--- src/rtl/msi_arbiter.sv ---
// -----------------------------------------------------------------------------
// msi_arbiter
//
// Collects level interrupt flags from N_SRC peripherals, turns their rising
// edges into sticky pending bits and issues them one at a time as MSI requests
// to the PCIe core. Winners are picked round-robin among unmasked pending
// sources. Every granted request is followed by GAP_CYCLES forced idle cycles.
// Rises that land on a bit that is already pending are merged and counted.
//
// Handshake: msi_request rises together with a valid msi_vector and both stay
// constant until the core pulses msi_grant for one cycle. The request drops on
// the edge that samples msi_grant. msi_grant outside an outstanding request is
// ignored.
//
// Ports
//   axi_clk_pcie  in   sole clock, rising edge
//   sys_reset     in   asynchronous active-high reset
//   irq_level     in   [N_SRC] level interrupt flags (synchronous)
//   irq_mask      in   [N_SRC] 1 = source blocked from issue (still pends)
//   msi_enabled   in   host has MSI enabled; gates new requests only
//   msi_grant     in   single-cycle grant from the PCIe core
//   msi_request   out  MSI request to the PCIe core
//   msi_vector    out  [4] source index of the in-flight request
//   pending_o     out  [N_SRC] pending register
//   coalesce_cnt  out  [8] saturating count of merged rises
// -----------------------------------------------------------------------------
module msi_arbiter #(
  parameter int N_SRC      = 4,
  parameter int GAP_CYCLES = 2
) (
  input  logic             axi_clk_pcie,
  input  logic             sys_reset,
  input  logic [N_SRC-1:0] irq_level,
  input  logic [N_SRC-1:0] irq_mask,
  input  logic             msi_enabled,
  input  logic             msi_grant,
  output logic             msi_request,
  output logic [3:0]       msi_vector,
  output logic [N_SRC-1:0] pending_o,
  output logic [7:0]       coalesce_cnt
);

  typedef enum logic [1:0] {
    ST_IDLE = 2'd0,
    ST_REQ  = 2'd1,
    ST_GAP  = 2'd2
  } state_t;

  // Gap counter load value; it counts down to zero, so GAP_CYCLES-1 gives
  // exactly GAP_CYCLES cycles in ST_GAP.
  localparam logic [3:0] GAP_LOAD = (GAP_CYCLES == 0) ? 4'd0 : 4'(GAP_CYCLES - 1);

  state_t           state;
  logic [N_SRC-1:0] irq_prev;
  logic [N_SRC-1:0] pending;
  logic [N_SRC-1:0] rise;
  logic [N_SRC-1:0] eligible;
  logic [N_SRC-1:0] clr;
  logic [N_SRC-1:0] merge;
  logic [15:0]      elig16;
  logic [3:0]       last_winner;
  logic [3:0]       gap_cnt;
  logic [3:0]       win_idx;
  logic             win_valid;
  logic             issue;
  logic [4:0]       cand;
  logic [4:0]       coal_inc;
  logic [8:0]       coal_sum;

  assign rise      = irq_level & ~irq_prev;
  assign eligible  = pending & ~irq_mask;
  assign elig16    = 16'(eligible);
  assign pending_o = pending;

  // Round-robin search: walk indices last_winner+1 .. last_winner+N_SRC,
  // wrapping by a single conditional subtract, and keep the first eligible.
  always_comb begin
    win_valid = 1'b0;
    win_idx   = '0;
    cand      = '0;
    for (int k = 1; k <= N_SRC; k++) begin
      cand = {1'b0, last_winner} + 5'(k);
      if (cand >= 5'(N_SRC)) cand = cand - 5'(N_SRC);
      if (!win_valid && elig16[cand[3:0]]) begin
        win_valid = 1'b1;
        win_idx   = cand[3:0];
      end
    end
  end

  assign issue = (state == ST_IDLE) && msi_enabled && win_valid;

  // One-hot clear of the issued source.
  always_comb begin
    clr = '0;
    for (int i = 0; i < N_SRC; i++) begin
      clr[i] = issue && (win_idx == 4'(i));
    end
  end

  // A rise merges only into a bit that stays pending this cycle; a rise on the
  // bit being issued re-arms it instead of counting.
  assign merge = rise & pending & ~clr;

  always_comb begin
    coal_inc = '0;
    for (int i = 0; i < N_SRC; i++) begin
      coal_inc = coal_inc + 5'(merge[i]);
    end
  end

  assign coal_sum = {1'b0, coalesce_cnt} + 9'(coal_inc);

  // Edge detection, pending bits and merge counter.
  always_ff @(posedge axi_clk_pcie or posedge sys_reset) begin
    if (sys_reset) begin
      irq_prev     <= '0;
      pending      <= '0;
      coalesce_cnt <= '0;
    end else begin
      irq_prev     <= irq_level;
      pending      <= (pending & ~clr) | rise;
      coalesce_cnt <= (coal_sum > 9'd255) ? 8'hFF : coal_sum[7:0];
    end
  end

  // Issue FSM with registered request/vector.
  always_ff @(posedge axi_clk_pcie or posedge sys_reset) begin
    if (sys_reset) begin
      state       <= ST_IDLE;
      msi_request <= 1'b0;
      msi_vector  <= '0;
      last_winner <= 4'(N_SRC - 1);
      gap_cnt     <= '0;
    end else begin
      case (state)
        ST_IDLE: begin
          if (issue) begin
            state       <= ST_REQ;
            msi_request <= 1'b1;
            msi_vector  <= win_idx;
            last_winner <= win_idx;
          end
        end
        ST_REQ: begin
          // Held regardless of msi_enabled until the core grants.
          if (msi_grant) begin
            msi_request <= 1'b0;
            if (GAP_CYCLES == 0) begin
              state <= ST_IDLE;
            end else begin
              state   <= ST_GAP;
              gap_cnt <= GAP_LOAD;
            end
          end
        end
        ST_GAP: begin
          if (gap_cnt == 4'd0) begin
            state <= ST_IDLE;
          end else begin
            gap_cnt <= gap_cnt - 4'd1;
          end
        end
        default: begin
          state       <= ST_IDLE;
          msi_request <= 1'b0;
        end
      endcase
    end
  end

endmodule

--- config.mk ---
export PLATFORM = sky130hd
export DESIGN_NAME = msi_arbiter
export DESIGN_NICKNAME = d
export VERILOG_FILES = /design/src/rtl/msi_arbiter.sv
export SDC_FILE = /design/constraint.sdc
export NUM_CORES = 1
export LEC_CHECK = 0
export ABC_AREA = 1
export CAP_MARGIN = 40
export CORE_MARGIN = 1.5
export CORE_UTILIZATION = 55
export DETAILED_ROUTE_END_ITERATION = 16
export GPL_ROUTABILITY_DRIVEN = 0
export PLACE_DENSITY = 0.83
export SYNTH_ARGS = -nofsm -noshare
export SYNTH_HDL_FRONTEND = slang
export SYNTH_SLANG_ARGS = --single-unit
--- constraint.sdc ---
create_clock -name axi_clk_pcie -period 6 [get_ports axi_clk_pcie]
set_clock_uncertainty 0.05 [all_clocks]
set_input_delay 0.9 -clock axi_clk_pcie [delete_from_list [all_inputs] [get_ports axi_clk_pcie]]
set_output_delay 0.9 -clock axi_clk_pcie [all_outputs]
set_load 0.03 [all_outputs]
==> results.txt, run 1 <==
placed inst area: 2425 um^2
Synth Register Bits: 29
Vias: 1733
Seq/Total Area, Yosys: 0.3521
Syn. warnings: 0
max incr delay on CP: 0.60 ns
synthesized net count: 302
nets@finish: 337
Avg Inst Size Synth: 7.632 um^2
Comb pwr share: 0.337
Hold Violations, Final: 0
WP data arrival: 4.82 ns
leading cell type in the layout, fill and taps excluded: nand2_1
Hold WS: 0.4296 ns
Tot Pwr: 0.6396 mW
wire per inst: 11.58 um
DR iter-0 viols: 73
antenna fix cells: 0
Final Max Tran Viols: 0
post-route cell area: 2526 um^2
crit path max-delay cell type: dfstp_2
DR pass1 iterations: 5
Yosys cell types: 28
status: finished, final reports clean
clk buf depth: 2
footprint of the multi-input gates: 1134 um^2
Post-Syn Area: 2068 um^2
crit path launch type: flop
# hold bufs at CTS: 0
most frequent cells in the layout: nand2_1 (75), inv_1 (44), nand3_1 (29)
post-detail-place hpwl: 3148 um
crit path buf inv count: 3
Seq. cell area: 728.2 um^2
Layout area overhead: 22.14%
RSZ-0062 raised after global routing: no
Mapped Cells: 271
core box area: 3633 um^2
number of global-route vias before repair: 1682
Setup CP Type: flop to flop
Clk pwr share: 0.273
Die Span Y: 64.32 um
worst path required time: 6.09 ns
GR Overflow Total: 0
TritonCTS Sinks: 29
crit-path max FO: 9
Filler cells: 302
# resized after CTS: 0
maxcap violations: 0
crit path cell chain: inv_1 > ha_1 > ha_1 > or2_1 > nand2_1 > nand2_1 > nor2_1 > nand2_1 > nand3_1 > nand3_1 > nand3_1 > nand3_1 > fa_1 > inv_1 > fa_1 > fa_1 > nand2_1 > nor2_1 > inv_1 > nor2_1 > nand4_1 > o21ai_0
CP endpoint kind: flop
Detail Route Antenna Nets: 0
final wirelength: 4111 um
Finished Core Util: 0.6952
final setup violation count: 0
largest net degree at the start of global routing: 23
Max-slew headroom: 0.7270
Switch Pwr: 0.2225 mW
TritonCTS Buffers: 5
Setup Fix Bufs, Post-CTS: 0
Max VDD drop: 296.6 uV
sequential share of power: 0.390
Vias per Instance: 4.882
Initial Util: 0.5692
Worst Tran Pin Value: 0.4058 ns
P_leak: 1.393 nW
global-route wire length before repair: 7148 um
final period utilization: 0.7875
switch share: 0.3479
Min Clock Period, post-route: 4.725 ns
total track usage: 0.2236
Die W: 64.32 um
Final TNS setup: 0 ns
final routed DRC violation total: 0
initial antenna violation count: 0
Clock Latency Late Sink: 0.28 ns
Pwr per Cell Area: 253.2 nW/um^2
IO buf count: 28
die area: 4137 um^2
internal power: 0.4171 mW
H-tree Lvls: 2
CP delay by family, top: adder cells
CTS tree: yes
share of layout cells above drive strength 1: 0.1270
clock root cell: clkbuf_8
I/O pin cnt: 29
worst hold path type: flop to flop
Cell Rows: 22
FMAX: 0.2116 GHz
clock slew at reported path FFs: 0.07 ns
path summary, 6_finish.rpt:
| kind | from | to | slack, ns | cells after the start |
|---|---|---|---|---|
| min | irq_prev[0]$_DFF_PP0_ | pending_o[0]$_DFF_PP0_ | 0.43 | 3 |
| max in group asynchronous | sys_reset | last_winner[1]$_DFFE_PP1P_ | 4.54 | 3 |
| max | last_winner[1]$_DFFE_PP1P_ | coalesce_cnt[2]$_DFF_PP0_ | 1.27 | 22 |
| max reg2reg | last_winner[1]$_DFFE_PP1P_ | coalesce_cnt[2]$_DFF_PP0_ | 1.27 | 22 |
| min reg2reg | irq_prev[0]$_DFF_PP0_ | pending_o[0]$_DFF_PP0_ | 0.43 | 3 |
| min in group asynchronous | sys_reset | coalesce_cnt[3]$_DFF_PP0_ | 0.85 | 2 |
power groups by stage:
stage	logic, mW	clock network (mW)	registers, mW
floorplan	0.0813	0	0.301
global placement	0.209	0	0.253
detailed placement	0.214	0	0.253
CTS	0.218	0.178	0.250
global route	0.241	0.189	0.252
finish	0.216	0.174	0.249
state kept, by name (all words and copies together), names as in the netlist:
| register | flops |
|---|---|
| coalesce_cnt | 8 |
| gap_cnt | 4 |
| irq_prev | 4 |
| last_winner | 2 |
| msi_request | 1 |
| msi_vector | 4 |
| pending_o | 4 |
| state | 2 |
synth_stat cells:
cell	instances	area [um^2]
a21oi_1	3	15.01
and2_1	1	6.260
buf_6	1	11.26
dfrtp_1	27	675.7
dfstp_2	2	52.55
fa_1	3	60.06
ha_1	16	200.2
inv_1	44	165.2
inv_2	4	15.01
inv_4	1	6.260
inv_6	1	8.760
nand2_1	75	281.5
nand2_2	7	43.79
nand2_4	5	56.30
nand2_8	1	20.02
nand3_1	29	145.1
nand3_2	4	40.04
nand3b_1	2	15.01
nand4_1	3	18.77
nor2_1	21	78.83
nor2_2	2	12.51
nor2_4	3	33.78
nor4_1	2	12.51
o21ai_0	5	25.02
o21ai_1	2	10.01
or2_1	1	6.260
xnor2_1	2	17.52
xor2_1	4	35.03
area by class of cell:
class,instances,area share
Sequential cell,29,0.2883
Clock buffer,7,0.03814
Tap cell,48,0.02377
Inverter,50,0.07727
Clock inverter,1,0.001981
Multi-Input combinational cell,191,0.4487
Timing Repair Buffer,29,0.1218
tightest hold or removal path: stages, from the launching register on:
cell     delay [ns]
dfrtp_1        0.32
nor2_1         0.05
inv_1          0.04
nand2_1        0.04
cells by family (layout without fill, tap and decap cells):
| family | after synthesis | in the layout | share of synthesized area |
|---|---|---|---|
| xor gates and xnor gates | 6 | 6 | 0.02541 |
| AOI/OAI and AO/OA | 10 | 10 | 0.02419 |
| DFF | 29 | 29 | 0.3521 |
| adders and majority gates | 19 | 19 | 0.1258 |
| and+or+nand+nor | 156 | 156 | 0.3727 |
| buffers and inverters | 51 | 87 | 0.09982 |
stage by stage:
stage | setup WS, ns | std cells
final | 1.275 | 355
after global routing | 0.8374 | 355
after CTS | 1.264 | 355
after detailed placement | 1.287 | 347
after global placement | 1.404 | 346
after floorplan | 1.600 | 271
routing by layer:
layer  vias to the layer above  global-route usage  part of all wire
li1                        904                   -                 -
met1                       792              0.2798              0.44
met2                        33              0.3776              0.51
met3                         4             0.05106             0.038
met4                         0             0.08245            0.0097
met5                         -                   0                 0
(Power assumes the default switching activity.)
==> run 2: changes to the inputs <==
==> constraint.sdc (replaced) <==
create_clock -name axi_clk_pcie -period 4.9 [get_ports axi_clk_pcie]
set_clock_uncertainty 0.05 [all_clocks]
set_input_delay 0.735 -clock axi_clk_pcie [delete_from_list [all_inputs] [get_ports axi_clk_pcie]]
set_output_delay 0.735 -clock axi_clk_pcie [all_outputs]
set_load 0.03 [all_outputs]
==> results.txt, run 2 (synthesized netlist as in run 1, its figures left out) <==
leading cell type in the layout, fill and taps excluded: nand2_1 (unchanged)
max reg flops: 8 (unchanged)
Hold WS: 0.4219 ns (was 0.4296 ns)
r2r setup slk: 0.29 ns (was 1.27 ns)
Max-slew headroom: 0.7059 (was 0.7270)
status: finished, final reports clean (unchanged)
R2R depth: 28 (was 22)
crit path launch type: flop (unchanged)
Detail Route Antenna Nets: 0 (unchanged)
Hold Path Depth: 2 (was 3)
I/O pin cnt: 29 (unchanged)
worst hold path type: flop to flop (unchanged)
final routed DRC violation total: 0 (unchanged)
GR Overflow Total: 0 (unchanged)
clk buf depth: 2 (unchanged)
final setup violation count: 0 (unchanged)
global-route wire length before repair: 6906 um (was 7148 um)
r2r startpoint: last_winner[1]$_DFFE_PP1P_ (unchanged)
H-tree Lvls: 2 (unchanged)
final wirelength: 4378 um (was 4111 um)
largest net degree at the start of global routing: 22 (was 23)
WP data arrival: 4.72 ns (was 4.82 ns)
FMAX: 0.2168 GHz (was 0.2116 GHz)
Pwr per Cell Area: 304.3 nW/um^2 (was 253.2 nW/um^2)
DR iter-0 viols: 108 (was 73)
clock root cell: clkbuf_8 (unchanged)
Max VDD drop: 386.1 uV (was 296.6 uV)
Cell Rows: 22 (unchanged)
Layout area overhead: 24.86% (was 22.14%)
die area: 4137 um^2 (unchanged)
Finished Core Util: 0.7107 (was 0.6952)
Final Max Tran Viols: 0 (unchanged)
IO buf count: 28 (unchanged)
Filler cells: 288 (was 302)
crit-path max FO: 8 (was 9)
crit path max-delay cell type: dfstp_2 (unchanged)
hold endpoint: msi_request$_DFFE_PP0P_ (was pending_o[0]$_DFF_PP0_)
TritonCTS Buffers: 5 (unchanged)
antenna fix cells: 0 (unchanged)
Tot Pwr: 0.7859 mW (was 0.6396 mW)
CP endpoint kind: flop (unchanged)
share of layout cells above drive strength 1: 0.1571 (was 0.1270)
nets@finish: 342 (was 337)
number of global-route vias before repair: 1564 (was 1682)
wire per inst: 12.16 um (was 11.58 um)
Worst Tran Pin Value: 0.4407 ns (was 0.4058 ns)
core box area: 3633 um^2 (unchanged)
Hold Violations, Final: 0 (unchanged)
CP delay by family, top: simple AND/OR/NAND/NOR gates (was adder cells)
worst path required time: 5.00 ns (was 6.09 ns)
CTS tree: yes (unchanged)
Vias per Instance: 4.925 (was 4.882)
Vias: 1773 (was 1733)
register with the most flip-flops: coalesce_cnt (unchanged)
Min Clock Period, post-route: 4.613 ns (was 4.725 ns)
maxcap violations: 0 (unchanged)
max incr delay on CP: 0.61 ns (was 0.60 ns)
initial antenna violation count: 0 (unchanged)
clock slew at reported path FFs: 0.06 ns (was 0.07 ns)
crit path buf inv count: 5 (was 3)
total track usage: 0.2206 (was 0.2236)
DR pass1 iterations: 4 (was 5)
most frequent cells in the layout: nand2_1 (74), inv_1 (43), clkdlybuf4s50_1 (28) (was nand2_1 (75), inv_1 (44), nand3_1 (29))
Initial Util: 0.5692 (unchanged)
Clock Latency Late Sink: 0.29 ns (was 0.28 ns)
TritonCTS Sinks: 29 (unchanged)
post-detail-place hpwl: 3130 um (was 3148 um)
P_leak: 1.396 nW (was 1.393 nW)
Die W: 64.32 um (unchanged)
hold path start: msi_request$_DFFE_PP0P_ (was irq_prev[0]$_DFF_PP0_)
final period utilization: 0.9415 (was 0.7875)
Setup CP Type: flop to flop (unchanged)
worst r2r dst: coalesce_cnt[6]$_DFF_PP0_ (was coalesce_cnt[2]$_DFF_PP0_)
Die Span Y: 64.32 um (unchanged)
run 2: worst max path at each step:
stage | from | to | slack, ns | depth (start not counted)
6_report | last_winner[1]$_DFFE_PP1P_ | coalesce_cnt[6]$_DFF_PP0_ | 0.29 | 28
5_1_grt | last_winner[1]$_DFFE_PP1P_ | coalesce_cnt[6]$_DFF_PP0_ | -0.01 | 28
4_1_cts | last_winner[1]$_DFFE_PP1P_ | coalesce_cnt[4]$_DFF_PP0_ | 0.21 | 22
3_5_place_dp | last_winner[1]$_DFFE_PP1P_ | coalesce_cnt[4]$_DFF_PP0_ | 0.20 | 22
3_3_place_gp | last_winner[0]$_DFFE_PP1P_ | coalesce_cnt[4]$_DFF_PP0_ | 0.37 | 25
2_1_floorplan | msi_vector[2]$_DFFE_PP0P_ | coalesce_cnt[2]$_DFF_PP0_ | 0.50 | 22
run 2: area by class of cell:
type / count / area [um^2] / area share
inverter: 50 / 198.9 / 0.07703
multi-input combinational: 191 / 1156 / 0.4477
timing repair buffer: 34 / 345.3 / 0.1337
clock buffer: 8 / 90.09 / 0.03488
tap: 48 / 60.06 / 0.02326
sequential: 29 / 732.0 / 0.2834
run 2: repair_timing:
action / CTS / global route
endpoints found under the setup margin: 0 / 8
resized for setup: 0 / 10
hold buffers: 0 / 0
setup buffers: 0 / 5
endpoints found under the hold margin: 0 / 0
run 2: tightest hold or removal path, cell delays in order, from the launching register on:
cell,delay (ns)
dfrtp_1,0.34
nand2_1,0.05
nand2_1,0.04
run 2: layer usage:
layer,global-route usage,vias up,wire (um)
li1,-,913,-
met3,0.05282,7,173
met5,0,-,0
met4,0.09574,0,77
met1,0.2770,811,1914
met2,0.3620,42,2212
run 2: power breakdown:
| group | internal, mW | leakage, nW | switching (mW) |
|---|---|---|---|
| Combinational | 0.115 | 1.01 | 0.160 |
| Clock | 0.114 | 0.0455 | 0.0894 |
| Sequential | 0.275 | 0.340 | 0.0325 |
run 2: per-stage QoR:
step           setup TNS (ns)  area [um^2]  setup WS, ns  std cells
6_report                    0         2582        0.2866        360
5_1_grt              -0.01034         2582      -0.01034        360
4_1_cts                     0         2515        0.2090        355
3_5_place_dp                0         2425        0.1961        347
3_3_place_gp                0         2397        0.3716        346
2_1_floorplan               0         2068        0.4999        271
